===== config.mk =====
export PLATFORM = sky130hd
export DESIGN_NAME = mp_addsub_chunked
export DESIGN_NICKNAME = d
export VERILOG_FILES = /design/src/rtl/mp_addsub_chunked.sv
export SDC_FILE = /design/constraint.sdc
export NUM_CORES = 2
export LEC_CHECK = 0
export ABC_AREA = 0
export ABC_CLOCK_PERIOD_IN_PS = 92200
export CAP_MARGIN = 20
export CORE_AREA = 4 4 600 602
export CTS_CLUSTER_DIAMETER = 150
export DETAILED_ROUTE_END_ITERATION = 10
export DIE_AREA = 0 0 604 606
export SYNTH_ARGS = -nofsm -noshare
export SYNTH_HDL_FRONTEND = slang
export SYNTH_SLANG_ARGS = --single-unit

===== constraint.sdc =====
create_clock -name clk -period 92.2 [get_ports clk]
set_clock_uncertainty 0.2 [all_clocks]
set_input_delay 9.22 -clock clk [delete_from_list [all_inputs] [get_ports clk]]
set_output_delay 9.22 -clock clk [all_outputs]
set_load 0.005 [all_outputs]

===== src/rtl/mp_addsub_chunked.sv =====
// mp_addsub_chunked: multi-precision adder/subtractor with an optional
// one-bit logical right shift of the result, used by the Montgomery datapath.
// Operands are processed CHUNK bits per cycle, least-significant chunk first,
// with the inter-chunk carry held in a register. Valid/ready on both sides.
// Optional feature macro: MP_ADDSUB_COND_SUB_EN adds the cond_sub input
// (conditional subtraction: keep A when A<B). Default build omits it.
module mp_addsub_chunked #(
  parameter int WIDTH = 514,
  parameter int CHUNK = 128
) (
  input  logic             clk,
  input  logic             resetn,
  input  logic             in_valid,
  output logic             in_ready,
  input  logic [WIDTH-1:0] in_a,
  input  logic [WIDTH-1:0] in_b,
  input  logic             subtract,
  input  logic             shift,
`ifdef MP_ADDSUB_COND_SUB_EN
  input  logic             cond_sub,
`endif
  output logic             out_valid,
  input  logic             out_ready,
  output logic [WIDTH:0]   out_result,
  output logic             out_carry
);

  // ceil((WIDTH+1)/CHUNK) add cycles.
  localparam int NCHUNK = (WIDTH + CHUNK) / CHUNK;
  localparam int EXT    = NCHUNK * CHUNK;
  localparam int CW     = (NCHUNK > 1) ? $clog2(NCHUNK) : 1;
  localparam logic [CW-1:0] LAST = CW'(NCHUNK - 1);

  typedef enum logic [1:0] {IDLE, CALC, HOLD} state_t;

  state_t          state;
  logic [EXT-1:0]  a_sr;      // A, shifted right one chunk per CALC cycle
  logic [EXT-1:0]  b_sr;      // B (inverted for subtract), shifted likewise
  logic [EXT-1:0]  acc;       // chunk sums enter from the MSB side
  logic            carry;
  logic [CW-1:0]   k;
  logic            sub_q;
  logic            shift_q;
`ifdef MP_ADDSUB_COND_SUB_EN
  logic            cond_q;
  logic [WIDTH-1:0] a_keep;   // untouched copy of A for the conditional result
`endif

  logic [CHUNK:0]  chunk_sum;
  logic [EXT-1:0]  acc_next;
  logic [WIDTH:0]  r_full;
  logic [WIDTH:0]  sel;
  logic [WIDTH:0]  res_next;
  logic            carry_out_next;

  // Current chunk sum and the full result as it will look after this cycle.
  assign chunk_sum = {1'b0, a_sr[CHUNK-1:0]} + {1'b0, b_sr[CHUNK-1:0]}
                   + (CHUNK+1)'(carry);
  assign acc_next  = (acc >> CHUNK) | (EXT'(chunk_sum[CHUNK-1:0]) << (EXT - CHUNK));
  // High extension bits above WIDTH are simply dropped here.
  assign r_full    = acc_next[WIDTH:0];

  // Result selection: difference/sum, or A on a failed conditional subtract.
  // NOTE: every always_comb output gets a default first so no latch is inferred.
  always_comb begin
    sel = r_full;
`ifdef MP_ADDSUB_COND_SUB_EN
    if (sub_q && cond_q && r_full[WIDTH]) sel = {1'b0, a_keep};
`endif
    res_next       = shift_q ? {1'b0, sel[WIDTH:1]} : sel;
    // For subtract, bit WIDTH of the two's-complement result is the borrow.
    carry_out_next = sub_q ? ~r_full[WIDTH] : r_full[WIDTH];
  end

  // Control FSM with registered handshake and result outputs.
  // NOTE: sequential state uses non-blocking assignments so every register
  // samples pre-edge values, independent of statement order.
  always_ff @(posedge clk) begin
    if (!resetn) begin
      state      <= IDLE;
      in_ready   <= 1'b1;
      out_valid  <= 1'b0;
      out_result <= '0;
      out_carry  <= 1'b0;
      carry      <= 1'b0;
      k          <= '0;
    end else begin
      case (state)
        IDLE: begin
          if (in_valid) begin
            carry    <= subtract;
            k        <= '0;
            in_ready <= 1'b0;
            state    <= CALC;
          end
        end
        CALC: begin
          carry <= chunk_sum[CHUNK];
          k     <= k + CW'(1);
          if (k == LAST) begin
            out_result <= res_next;
            out_carry  <= carry_out_next;
            out_valid  <= 1'b1;
            state      <= HOLD;
          end
        end
        HOLD: begin
          if (out_ready) begin
            out_valid <= 1'b0;
            in_ready  <= 1'b1;
            state     <= IDLE;
          end
        end
        default: begin
          state     <= IDLE;
          in_ready  <= 1'b1;
          out_valid <= 1'b0;
        end
      endcase
    end
  end

  // Operand capture on accept and chunk shifting during CALC.
  // NOTE: the wide datapath registers carry no reset; they are always loaded
  // on accept before being read, and acc is fully overwritten by NCHUNK shifts.
  always_ff @(posedge clk) begin
    if (state == IDLE && in_valid) begin
      a_sr    <= EXT'(in_a);
      b_sr    <= subtract ? ~EXT'(in_b) : EXT'(in_b);
      sub_q   <= subtract;
      shift_q <= shift;
`ifdef MP_ADDSUB_COND_SUB_EN
      cond_q  <= cond_sub;
      a_keep  <= in_a;
`endif
    end else if (state == CALC) begin
      a_sr <= a_sr >> CHUNK;
      b_sr <= b_sr >> CHUNK;
      acc  <= acc_next;
    end
  end

endmodule

==> run metrics <==
Cell Area, Synth=0.09342 mm^2; Final Total Pwr=0.002559 W; first-pass GRT wire length=521.7 mm; die boundary width=604 um; floorplan row count=219; hold buffers post-CTS=0; Critical Path Most Common Cell=buf_4; library cells used by synthesis=92; Yosys reg bits=2067; WL/cell=26.67 um; Yosys warnings=0; Buffers on Ports=1551; Initial DRC Count=6529; Die Ht=606 um; family with the most delay on the worst path=buffers and inverters; vias in the first global route=65160; slowest CP cell=buf_4; CTS sink count=2067; Max Buffers Root-to-Sink=4; syn nets=9325; worst hold slack=225.8 ps; grt total ovfl=0; synth top area cells=edfxtp_1, dfxtp_1, nand2_1; Max transition margin=0.2215; clock network latency to the later pin of the worst-skew pair=950 ps; largest net degree at the start of global routing=216; Num CTS Buffers=237; critical-path cell list=buf_4 > nand2_4 > inv_8 > nor2_1 > inv_8 > buf_12 > buf_4 > buf_4 > buf_4 > buf_4 > buf_4; Root Driver=clkbuf_16; nets@finish=10620; Boundary Pins=1552; worst-margin pin slew=1168 ps; Hold Path Class=reg2reg; max_cap viols=0; Post-synth EDFFs=1543; post-synthesis cell count=8160; Vias/cell=4.712; post-cts resize count=0; Starting Density=0.2633; setup TNS=0 ps; Slew Limit Fails=0; initial antenna violation count=150; Avg Cell Area, Syn=11.45 um^2; Final min period=16510 ps; Tot GR Track Use=0.2004; Placer Congestion=0.9296; Crit path buffers/inverters=9; kind of critical path=in2reg; busiest grt layer=met2; dominant cell type by area after synthesis=edfxtp_1; die area=0.3660 mm^2; Fmax achieved=60.56 MHz; count of final hold-check violations=0; worst-case vdd ir drop=0.01601 mV; placed instance count=13970; share of cells above drive strength 1=0.05002; ys flop type=edfxtp_1; DRC=0; met2 Track Usage GR=0.3184; vias=68120; wirelength, routed=385.6 mm; Crit path largest cell delay=900 ps; post-route ant nets=0; LEAKAGE=51.40 nW; global routing met3 resource utilization=0.03373; clock-pin slew on the worst setup and hold paths=60 ps; RSZ-0062 raised after global routing=no; Final Cycle Share=0.1791; CP arrival=16810 ps; number of detailed-routing iterations run before antenna repair=6; CP Data Required Time=92500 ps; Core ar.=0.3548 mm^2; Critical Path Start Type=input pin; met1 usage=0.2770; Final Setup Violations=0; Non-Filler Instances=14460; Power Density=21.06 mW/mm^2; Setup Fix Bufs, Post-CTS=0; crit end category=flop; Post-synth ARST share=0; worst-path fanout max=159; H-tree levels=4; dpl hpwl=299.1 mm; Synth top area share=0.4960; Syn-to-layout area delta=30.07%; Seq/Total Area, Yosys=0.6083; status=finished clean; CTS tree=yes
[path summary, 6_finish.rpt]
kind	to	from	slack [ps]	depth (start not counted)
worst max-delay path	b_sr[295]	in_valid	75690	11
worst min-delay path	acc[307]	acc[435]	230	0
worst max register to register	b_sr[295]	state[1]	83150	13
worst min register to register	acc[307]	acc[435]	230	0
[layer usage]
metal	vias up	wire [um]	part of all wire
li1	31670	-	-
met1	33530	171700	0.45
met2	2369	177400	0.46
met3	533	23340	0.061
met4	20	13010	0.034
met5	-	123	0.00032
[cell type report]
class	instances	area [um^2]
fillers	35520	233300
diodes	51	127.6
flip-flops and latches	2067	56820
well taps	4751	5944
repair buffers	1633	16310
inverters	57	236.5
clock buffers	324	6636
clock inverters	114	1205
multi-input cells	5461	34230
[power by group]
group	switching (W)	total, W	internal (W)	leakage (nW)
clock network	0.000405	0.000959	0.000554	3.83
registers	0.0000728	0.00119	0.00112	19.5
logic	0.000255	0.000407	0.000153	28.1
[cell usage in the layout (no fill, tap or decap), types with 54 or more instances in the layout]
master	instances
nand2_1	2191
mux2i_1	513
xnor2_1	599
and3_1	131
inv_1	54
o211a_1	515
a21o_1	69
clkbuf_16	244
clkdlybuf4s50_1	1548
edfxtp_1	1543
dfxtp_1	524
buf_4	71
o21ai_0	469
ha_1	129
a21oi_1	320
nor2_1	121
clkbuf_1	57
[logic make-up after synthesis]
group,count (synthesis),share of synthesized area
AOI/OAI and AO/OA,1566,0.1207
xor gates and xnor gates,638,0.05981
adders and majority gates,131,0.01771
buffers and inverters,632,0.02567
DFF,2067,0.6083
muxes,513,0.05497
and+or+nand+nor,2613,0.1129
[flip-flops by register name, indices dropped and copies added (netlist names)]
| signal | cells |
|---|---|
| out_result | 515 |
| b_sr | 515 |
| a_sr | 514 |
| carry | 1 |
| k | 3 |
| in_ready | 1 |
| out_carry | 1 |
| shift_q | 1 |
| acc | 512 |
| out_valid | 1 |
| sub_q | 1 |
| state | 2 |
[cell usage after synthesis (all sizes together), types with 5 or more instances]
library cell,number
mux2i,513
o21ai,490
and3,131
clkbuf,499
dfxtp,524
o21a,14
a21boi,10
xor2,39
o211ai,8
edfxtp,1543
a211oi,11
a221o,7
a21o,70
a21oi,325
nor2b,8
ha,129
o41ai,5
o31ai,12
nand3,22
o211a,515
nor4,13
nor2,124
and2,5
xnor2,599
inv,57
nand2,2192
nor3,28
a31oi,16
nand2b,15
o21bai,44
nand4,48
buf,76
or2,7
[per-stage QoR]
stage	setup slack, ps	instance area [um^2]	utilization
floorplan	58530	93420	-
global placement	74890	113500	0.3198
detailed placement	74890	113500	0.3198
CTS	75800	121300	0.3419
global route	75260	121500	0.3423
finish	75690	121500	0.3424
(Power assumes the default switching activity.)
